--- config.mk ---
export PLATFORM = sky130hd
export DESIGN_NAME = rom_fetch_flat
export DESIGN_NICKNAME = d
export VERILOG_FILES = /design/src/rtl/rom_fetch_pkg.sv /design/src/rtl/rom_fetch_if.sv /design/src/rtl/rom_fetch_chk.sv /design/src/rtl/rom_fetch_fifo.sv /design/src/rtl/rom_fetch.sv /design/src/flat_wrapper.sv
export SDC_FILE = /design/constraint.sdc
export NUM_CORES = 1
export LEC_CHECK = 0
export CAP_MARGIN = 10
export CORE_UTILIZATION = 51
export DETAILED_ROUTE_END_ITERATION = 10
export GPL_ROUTABILITY_DRIVEN = 0
export PLACE_DENSITY_LB_ADDON = 0.12
export SLEW_MARGIN = 5
export SYNTH_ARGS = -nofsm -noshare
export SYNTH_HDL_FRONTEND = slang
export SYNTH_SLANG_ARGS = --single-unit
--- constraint.sdc ---
create_clock -name i_clk -period 5.55 [get_ports i_clk]
set_input_delay 1.11 -clock i_clk [delete_from_list [all_inputs] [get_ports i_clk]]
set_output_delay 1.11 -clock i_clk [all_outputs]
set_load 0.01 [all_outputs]
--- src/rtl/rom_fetch_pkg.sv ---
// Shared types, constants and helpers for the instruction fetch stage.
package rom_fetch_pkg;

  localparam int FETCH_FIFO_DEPTH     = 2;
  localparam int DEFAULT_BITS         = 16;
  localparam int DEFAULT_ADDRESS_BITS = 8;
  localparam int DEFAULT_RESET_VECTOR = 0;

  // Occupancy of the skid FIFO (0..2) and the "words owed" total (0..3).
  typedef logic [1:0] fifo_count_t;

  localparam fifo_count_t FIFO_FULL = 2'd2;

  // One fetched instruction together with the address it came from.
  typedef struct packed {
    logic [DEFAULT_BITS-1:0]         word;
    logic [DEFAULT_ADDRESS_BITS-1:0] pc;
  } fetch_entry_t;

  // Words already held plus the one still in the ROM, minus the one leaving.
  // Never exceeds 3 and never underflows because pop implies count >= 1.
  function automatic fifo_count_t owed_words(input fifo_count_t count,
                                             input logic        inflight,
                                             input logic        pop);
    return count + {1'b0, inflight} - {1'b0, pop};
  endfunction

endpackage

--- src/rtl/rom_fetch_if.sv ---
// Fetch-stage bus: ROM address/data, branch redirect and the decode handshake.
interface rom_fetch_if
  import rom_fetch_pkg::*;
#(
  parameter int BITS         = DEFAULT_BITS,
  parameter int ADDRESS_BITS = DEFAULT_ADDRESS_BITS
);
  logic [ADDRESS_BITS-1:0] ROM_ADDRESS;
  logic [BITS-1:0]         ROM_DATA;
  logic                    BRANCH_VALID;
  logic [ADDRESS_BITS-1:0] BRANCH_TARGET;
  logic [BITS-1:0]         INSTR_OUT;
  logic [ADDRESS_BITS-1:0] INSTR_PC;
  logic                    INSTR_VALID;
  logic                    INSTR_READY;

  // Fetch stage side.
  modport master (
    output ROM_ADDRESS, INSTR_OUT, INSTR_PC, INSTR_VALID,
    input  ROM_DATA, BRANCH_VALID, BRANCH_TARGET, INSTR_READY
  );

  // ROM / branch unit / decode side.
  modport slave (
    input  ROM_ADDRESS, INSTR_OUT, INSTR_PC, INSTR_VALID,
    output ROM_DATA, BRANCH_VALID, BRANCH_TARGET, INSTR_READY
  );
endinterface

--- src/rtl/rom_fetch_chk.sv ---
// Overflow guard for the fetch skid FIFO: a capture must never land on a full FIFO.
module fetch_fifo_chk
  import rom_fetch_pkg::*;
(
  input logic        i_clk,
  input logic        i_rst,
  input logic        i_push,
  input logic        i_flush,
  input fifo_count_t i_count
);

  a_no_overflow: assert property (@(posedge i_clk) disable iff (i_rst)
    !(i_push && !i_flush && (i_count == FIFO_FULL)));

endmodule

--- src/rtl/rom_fetch_fifo.sv ---
// Two-entry skid FIFO with flush; slot 0 is the registered head.
module fetch_fifo
  import rom_fetch_pkg::*;
#(
  parameter int WIDTH = DEFAULT_BITS + DEFAULT_ADDRESS_BITS
) (
  input  logic              i_clk,
  input  logic              i_rst,
  input  logic              i_push,
  input  logic              i_pop,
  input  logic              i_flush,
  input  logic [WIDTH-1:0]  i_data,
  output logic [WIDTH-1:0]  o_head,
  output logic              o_valid,
  output fifo_count_t       o_count
);

  logic [WIDTH-1:0] r_slot0;
  logic [WIDTH-1:0] r_slot1;
  fifo_count_t      r_count;
  logic             r_valid;
  logic             w_pop;

  // A pop on an empty FIFO is meaningless, so it is dropped here.
  assign w_pop = i_pop & r_valid;

  // Slot/count update: flush wins, otherwise push and pop combine.
  always_ff @(posedge i_clk or posedge i_rst) begin
    if (i_rst) begin
      r_slot0 <= '0;
      r_slot1 <= '0;
      r_count <= 2'd0;
      r_valid <= 1'b0;
    end else if (i_flush) begin
      r_count <= 2'd0;
      r_valid <= 1'b0;
    end else begin
      case ({i_push, w_pop})
        2'b10: begin
          if (r_count == 2'd0) begin
            r_slot0 <= i_data;
          end else begin
            r_slot1 <= i_data;
          end
          r_count <= r_count + 2'd1;
          r_valid <= 1'b1;
        end
        2'b01: begin
          r_slot0 <= r_slot1;
          r_count <= r_count - 2'd1;
          r_valid <= (r_count == 2'd2);
        end
        2'b11: begin
          if (r_count == 2'd1) begin
            r_slot0 <= i_data;
          end else begin
            r_slot0 <= r_slot1;
            r_slot1 <= i_data;
          end
        end
        default: begin
        end
      endcase
    end
  end

  assign o_head  = r_slot0;
  assign o_valid = r_valid;
  assign o_count = r_count;

  fetch_fifo_chk u_chk (
    .i_clk   (i_clk),
    .i_rst   (i_rst),
    .i_push  (i_push),
    .i_flush (i_flush),
    .i_count (r_count)
  );

endmodule

--- src/rtl/rom_fetch.sv ---
// Instruction fetch stage: PC, in-flight read tracking, issue control and
// ROM address mux in front of a 1-cycle synchronous program ROM.
module rom_fetch
  import rom_fetch_pkg::*;
#(
  parameter int BITS         = DEFAULT_BITS,
  parameter int ADDRESS_BITS = DEFAULT_ADDRESS_BITS,
  parameter int RESET_VECTOR = DEFAULT_RESET_VECTOR
) (
  input logic         i_clk,
  input logic         i_rst,
  rom_fetch_if.master bus
);

  localparam logic [ADDRESS_BITS-1:0] RV = ADDRESS_BITS'(RESET_VECTOR);
  localparam int ENTRY_BITS = BITS + ADDRESS_BITS;

  logic [ADDRESS_BITS-1:0] r_pc;
  logic [ADDRESS_BITS-1:0] r_inflight_pc;
  logic                    r_inflight;

  logic [ADDRESS_BITS-1:0] w_rom_address;
  logic                    w_pop;
  logic                    w_issue;
  logic                    w_push;
  logic                    w_head_valid;
  fifo_count_t             w_count;
  logic [ENTRY_BITS-1:0]   w_head;
  logic [BITS-1:0]         w_head_word;
  logic [ADDRESS_BITS-1:0] w_head_pc;

  // A redirect is issued to the ROM in the same cycle it arrives.
  always_comb begin
    w_rom_address = r_pc;
    if (bus.BRANCH_VALID) begin
      w_rom_address = bus.BRANCH_TARGET;
    end else begin
      w_rom_address = r_pc;
    end
  end

  assign w_pop  = w_head_valid & bus.INSTR_READY;
  // Keep at most two words held or owed; a branch always issues its target.
  assign w_issue = bus.BRANCH_VALID |
                   (owed_words(w_count, r_inflight, w_pop) < FIFO_FULL);
  // Data returning for a read issued before a branch is stale.
  assign w_push = r_inflight & ~bus.BRANCH_VALID;

  // PC advance and in-flight bookkeeping for the word now being read.
  always_ff @(posedge i_clk or posedge i_rst) begin
    if (i_rst) begin
      r_pc          <= RV;
      r_inflight    <= 1'b0;
      r_inflight_pc <= '0;
    end else if (w_issue) begin
      r_pc          <= w_rom_address + ADDRESS_BITS'(1);
      r_inflight    <= 1'b1;
      r_inflight_pc <= w_rom_address;
    end else begin
      r_inflight    <= 1'b0;
    end
  end

  fetch_fifo #(.WIDTH(ENTRY_BITS)) u_fifo (
    .i_clk   (i_clk),
    .i_rst   (i_rst),
    .i_push  (w_push),
    .i_pop   (w_pop),
    .i_flush (bus.BRANCH_VALID),
    .i_data  ({bus.ROM_DATA, r_inflight_pc}),
    .o_head  (w_head),
    .o_valid (w_head_valid),
    .o_count (w_count)
  );

  assign {w_head_word, w_head_pc} = w_head;

  assign bus.ROM_ADDRESS = w_rom_address;
  assign bus.INSTR_OUT   = w_head_word;
  assign bus.INSTR_PC    = w_head_pc;
  assign bus.INSTR_VALID = w_head_valid;

endmodule

--- src/flat_wrapper.sv ---
// flat-port wrapper written by rule: the top's interface ports become plain ports
module rom_fetch_flat import rom_fetch_pkg::*;
#(
  parameter int BITS         = DEFAULT_BITS,
  parameter int ADDRESS_BITS = DEFAULT_ADDRESS_BITS,
  parameter int RESET_VECTOR = DEFAULT_RESET_VECTOR
)
  (i_clk, i_rst, bus_ROM_ADDRESS, bus_INSTR_OUT, bus_INSTR_PC, bus_INSTR_VALID, bus_ROM_DATA, bus_BRANCH_VALID, bus_BRANCH_TARGET, bus_INSTR_READY);
  rom_fetch_if #(.BITS(BITS), .ADDRESS_BITS(ADDRESS_BITS)) bus_i ();
  input logic i_clk;
  input logic i_rst;
  output wire logic [$bits(bus_i.ROM_ADDRESS)-1:0] bus_ROM_ADDRESS;
  output wire logic [$bits(bus_i.INSTR_OUT)-1:0] bus_INSTR_OUT;
  output wire logic [$bits(bus_i.INSTR_PC)-1:0] bus_INSTR_PC;
  output wire logic [$bits(bus_i.INSTR_VALID)-1:0] bus_INSTR_VALID;
  input wire logic [$bits(bus_i.ROM_DATA)-1:0] bus_ROM_DATA;
  input wire logic [$bits(bus_i.BRANCH_VALID)-1:0] bus_BRANCH_VALID;
  input wire logic [$bits(bus_i.BRANCH_TARGET)-1:0] bus_BRANCH_TARGET;
  input wire logic [$bits(bus_i.INSTR_READY)-1:0] bus_INSTR_READY;
  assign bus_ROM_ADDRESS = bus_i.ROM_ADDRESS;
  assign bus_INSTR_OUT = bus_i.INSTR_OUT;
  assign bus_INSTR_PC = bus_i.INSTR_PC;
  assign bus_INSTR_VALID = bus_i.INSTR_VALID;
  assign bus_i.ROM_DATA = bus_ROM_DATA;
  assign bus_i.BRANCH_VALID = bus_BRANCH_VALID;
  assign bus_i.BRANCH_TARGET = bus_BRANCH_TARGET;
  assign bus_i.INSTR_READY = bus_INSTR_READY;
  rom_fetch #(.BITS(BITS), .ADDRESS_BITS(ADDRESS_BITS), .RESET_VECTOR(RESET_VECTOR)) u_core (.i_clk(i_clk), .i_rst(i_rst), .bus(bus_i));
endmodule
==> Yosys cells after proc, flatten, opt, wreduce, memory -nomap -nowiden <==
Cells that the tools add are included.
{ "word_totals": {"ff_bits": 68, "inputBits": 28, "output_inout_bits": 33, "word_cells": 44} }
{ "classes": {"add_sub_neg": 5, "magnitude_cmp": 1, "n_eq_ne": 8, "n_mux": 12, "bitwise": 5, "reduce_logical": 6} }
{ "op_table": {"columns": ["op", "n"], "rows": [
  ["$mux W24", 4],
  ["$pmux W24 S3", 1],
  ["$pmux W24 S2", 1],
  ["$add A8 B1 Y8 const B", 1],
  ["$mux W8", 1],
  ["$eq A2 B2 Y1 const B", 3],
  ["$ne A2 B2 Y1 const B", 3],
  ["$reduce_bool A3 Y1", 2],
  ["$eq A2 B1 Y1 const B", 2],
  ["$pmux W2 S2", 1],
  ["$reduce_and A4 Y1", 1],
  ["$and A1 B1 Y1", 3],
  ["$reduce_and A3 Y1", 1],
  ["$add A2 B1 Y2", 1],
  ["$add A2 B1 Y2 const B", 1],
  ["$logic_not A2 Y1", 1],
  ["$lt A2 B2 Y1 const B", 1],
  ["$mux W1", 2],
  ["$mux W2", 1],
  ["$pmux W1 S2", 1],
  ["$reduce_bool A2 Y1", 1],
  ["$sub A2 B1 Y2", 1],
  ["$sub A2 B1 Y2 const B", 1],
  ["$not A1 Y1", 1],
  ["$or A1 B1 Y1", 1]
]} }

==> Depth between registers and ports, before layout <==
{ "depth": {"depth_word": 5, "mapped_depth": 9, "depth_no_buf": 7} }

==> Hierarchy <==
A second synthesis with hierarchy kept.
{ "unflattened": {"hier_cells": 296, "hier_area_um2": 3314.4} }
{ "by_module_without_submodules": {"columns": ["mod", "n_inst", "cells_each", "area_per_inst_um2", "seq_area_each_um2"], "rows": [
  ["fetch_fifo", 1, 217, 2352.3, 1276.2],
  ["rom_fetch", 1, 79, 962.2, 425.4]
]} }

==> Worst setup path before layout <==
OpenSTA, ideal clock, no wires.
{ "synth_path": {"kind": "input-to-output", "startpoint": "input port bus_BRANCH_VALID", "endpoint": "output port bus_ROM_ADDRESS[1]", "arrival_ns": 1.794, "required_ns": 4.440, "setup_slack_ns": 2.646, "stages": 3, "path_cell_list": "buf_6 -> mux2i_1 -> inv_1"} }
{ "synth_between": {"elab_chain_cells": 1} }
{ "synth_rtl": {"columns": ["element", "line", "source"], "rows": [
  ["start, declared", "flat_wrapper.sv:17", "input wire logic [$bits(bus_i.BRANCH_VALID)-1:0] bus_BRANCH_VALID;"],
  ["$mux W8", "rom_fetch.sv:35", "if (bus.BRANCH_VALID) begin"],
  ["end, declared", "flat_wrapper.sv:12", "output wire logic [$bits(bus_i.ROM_ADDRESS)-1:0] bus_ROM_ADDRESS;"]
]} }
Every way passes these cells.

==> Worst setup path in the final report <==
{ "layout_path": {"startpoint": "input port bus_BRANCH_VALID", "endpoint": "output port bus_ROM_ADDRESS[7]"} }
Same word-level chain as after synthesis.

==> results.tsv <==
stage	metric	value	unit
final_layout	diodes	0	
drt	wire_per_inst	14.7	um
timing	setup_viol	0	
logic_synthesis	syn-num-nets	292	
power_and_ir_drop	leakagePower	1.84	nW
status	status	finished clean	
final_layout	utilization	67.7	%
drt	routed_wl	5.86	mm
placed_design	preCtsSetupSlack	1.31	ns
clock_network	cts_sinks	68	
global_routing	grt_max_degree	58	
global_routing	grt.total_usage	19.8	%
logic_synthesis	synthCells	258	
drt	drtAntennaViolNets	0	
timing	min_period_over_period	76.7	%
power_and_ir_drop	power	2.28	mW
clock_network	worstSkewPairLatency	0.34	ns
clock_network	tritoncts	built	
global_routing	grt_pass1_vias	1995	
drt	vias_per_cell	5.27	
clock_network	cts.clk_slew.worst_paths	0.07	ns
logic_synthesis	ys_ff_latch	68	
placed_design	portBuffers	60	
timing	skew	0.00455	ns
drt	dr_total_vias	2101	
timing	fmax	235	MHz
logic_synthesis	synth-edff-count	0	
logic_synthesis	yosysWarnings	0	
logic_synthesis	synth_area_per_cell	12.6	um2
timing	fin_crit	4.26	ns
clock_network	clockBufferDepth	2	
timing	slew_headroom	23.5	%
floorplan	die_h	82.0	um
clock_network	cts-resized-gates	0	
clock_network	cts_hold_buf	0	
timing	finalHoldWorstSlack	0.489	ns
power_and_ir_drop	irDropWorstVdd	0.305	mV
clock_network	post_cts_buffers	0	
global_routing	overflow	0	
timing	worst_slew_pin_slew	1.14	ns
drt	drc	0	
floorplan	coreArea	0.00606	mm2
clock_network	numCtsBuffers	9	
final_layout	num-fill-cells	498	
power_and_ir_drop	power_density	557	mW/mm2
timing	fin_ws	1.29	ns
timing	rsz0062_at_grt	false	
final_layout	drive_above_1_share	21.6	%
worst_hold_path	hold_path.class	flop to flop	
logic_synthesis	synth_ff_type	dfrtp_1	
global_routing	grt_pass1_wl	9.72	mm
floorplan	initial_core_util	53.8	%
final_layout	final_cell_mix	dfrtp_1 (68), clkdlybuf4s50_1 (60), mux2_2 (32)	
floorplan	io_pins	61	
job	drv_cap	0	
setup_path	cp-start-kind	input port	
timing	drv_slew	0	
timing	fin_setup_tns	0	ns
final_layout	layout_commonest_cell	dfrtp_1	
setup_path	path_max_fanout	12	
logic_synthesis	synth.distinct_cells	37	
logic_synthesis	synthArstFlopShare	100	%
logic_synthesis	synth_area	0.00326	mm2
final_layout	areaGrowthSynthToFinish	25.8	%
setup_path	worstPathArrival	3.15	ns
placed_design	dpl.hpwl	3.78	mm
floorplan	die_w	82.0	um
floorplan	std_cell_rows	28	
drt	first_iter_violations	108	
setup_path	required	4.44	ns
timing	finalHoldViolCount	0	
final_layout	layout.nets	353	
floorplan	fp.dieArea	0.00672	mm2
setup_path	worst_setup_path_end_kind	output port	
logic_synthesis	ys_seq_area_share	52.2	%
clock_network	root_buffer	clkbuf_8	
global_routing	antenna_found_initial	0	
setup_path	path_class	input port to output port	
drt	dr.pass1.iters	4	
clock_network	htreeDepth	3	
==> path summary, 6_finish.rpt <==
path | startpoint | end | depth (start not counted) | slack (ns)
worst min register to register | u_core.r_pc[6] | u_core.r_pc[6] | 1 | 0.49
worst max register to register | u_core.u_fifo.o_valid | u_core.r_pc[4] | 7 | 3.20
min in group asynchronous | i_rst | u_core.u_fifo.o_head[19] | 2 | 1.00
max in group asynchronous | i_rst | u_core.u_fifo.r_slot1[6] | 3 | 3.55
worst min-delay path | u_core.r_pc[6] | u_core.r_pc[6] | 1 | 0.49
worst max-delay path | bus_BRANCH_VALID | bus_ROM_ADDRESS[7] | 4 | 1.29
==> cell families after synthesis <==
family | count (synthesis) | synth area share (%)
DFF | 68 | 52.2
AOI/OAI and AO/OA | 34 | 6.60
adders and majority gates | 6 | 2.30
buffers and inverters | 25 | 4.68
and+or+nand+nor | 45 | 6.83
muxes | 71 | 25.0
xor gates and xnor gates | 9 | 2.42
==> Yosys cell counts, types with 2 or more instances <==
| library cell | number | area share [%] |
|---|---|---|
| buf_6 | 3 | 1.0 |
| a21o_1 | 2 | 0.46 |
| a21oi_1 | 26 | 4.0 |
| mux2_2 | 32 | 11 |
| xnor2_1 | 6 | 1.6 |
| buf_2 | 4 | 0.61 |
| nand2_1 | 4 | 0.46 |
| a31oi_1 | 2 | 0.38 |
| ha_1 | 6 | 2.3 |
| clkbuf_1 | 2 | 0.23 |
| mux2_4 | 9 | 4.1 |
| nand3b_1 | 2 | 0.46 |
| nor2b_1 | 2 | 0.38 |
| mux2i_1 | 25 | 7.7 |
| dfrtp_1 | 68 | 52 |
| nand3_1 | 4 | 0.61 |
| mux2_1 | 3 | 1.0 |
| inv_1 | 10 | 1.2 |
| xor2_1 | 3 | 0.81 |
| nor2_1 | 25 | 2.9 |
| buf_4 | 4 | 0.92 |
==> sequential cells by signal, indices dropped and copies added (netlist names) <==
signal	flops
u_core.u_fifo.o_valid	1
u_core.r_pc	8
u_core.r_inflight_pc	8
u_core.u_fifo.o_count	2
u_core.u_fifo.r_slot1	24
u_core.u_fifo.o_head	24
u_core.r_inflight	1
==> worst max-delay path, stage by stage <==
cell and delay, ns:
clkdlybuf4s50_1 0.86, buf_4 0.30, mux2_2 0.39, clkdlybuf4s50_1 0.49
==> stage by stage <==
| step | instance area, um2 | cells |
|---|---|---|
| after floorplan | 3260 | 258 |
| after global placement | 3890 | 383 |
| after detailed placement | 3890 | 383 |
| after CTS | 4100 | 399 |
| after global routing | 4100 | 399 |
| final | 4100 | 399 |
==> report_power, final <==
group	internal, mW	switching (mW)	total (mW)
registers	0.746	0.146	0.892
logic	0.541	0.405	0.946
clock network	0.265	0.182	0.447
total	1.55	0.733	2.28
==> per-layer routing <==
metal	global-route usage (%)	wire length, um	vias up
li1	-	-	1015
met1	28.0	2820	1036
met2	28.4	2710	41
met3	3.78	233	9
met4	10.5	106	0
met5	0	0	-
==> final cells by class <==
type	count	area [um2]	area share (%)
Clock buffer	12	145	3.54
Clock inverter	4	72.6	1.77
Inverter	11	41.3	1.01
Multi-Input combinational cell	165	1420	34.6
Sequential cell	68	1700	41.5
Tap cell	75	93.8	2.29
Timing Repair Buffer	64	631	15.4
Note: power is estimated with default switching activity, not from simulation.
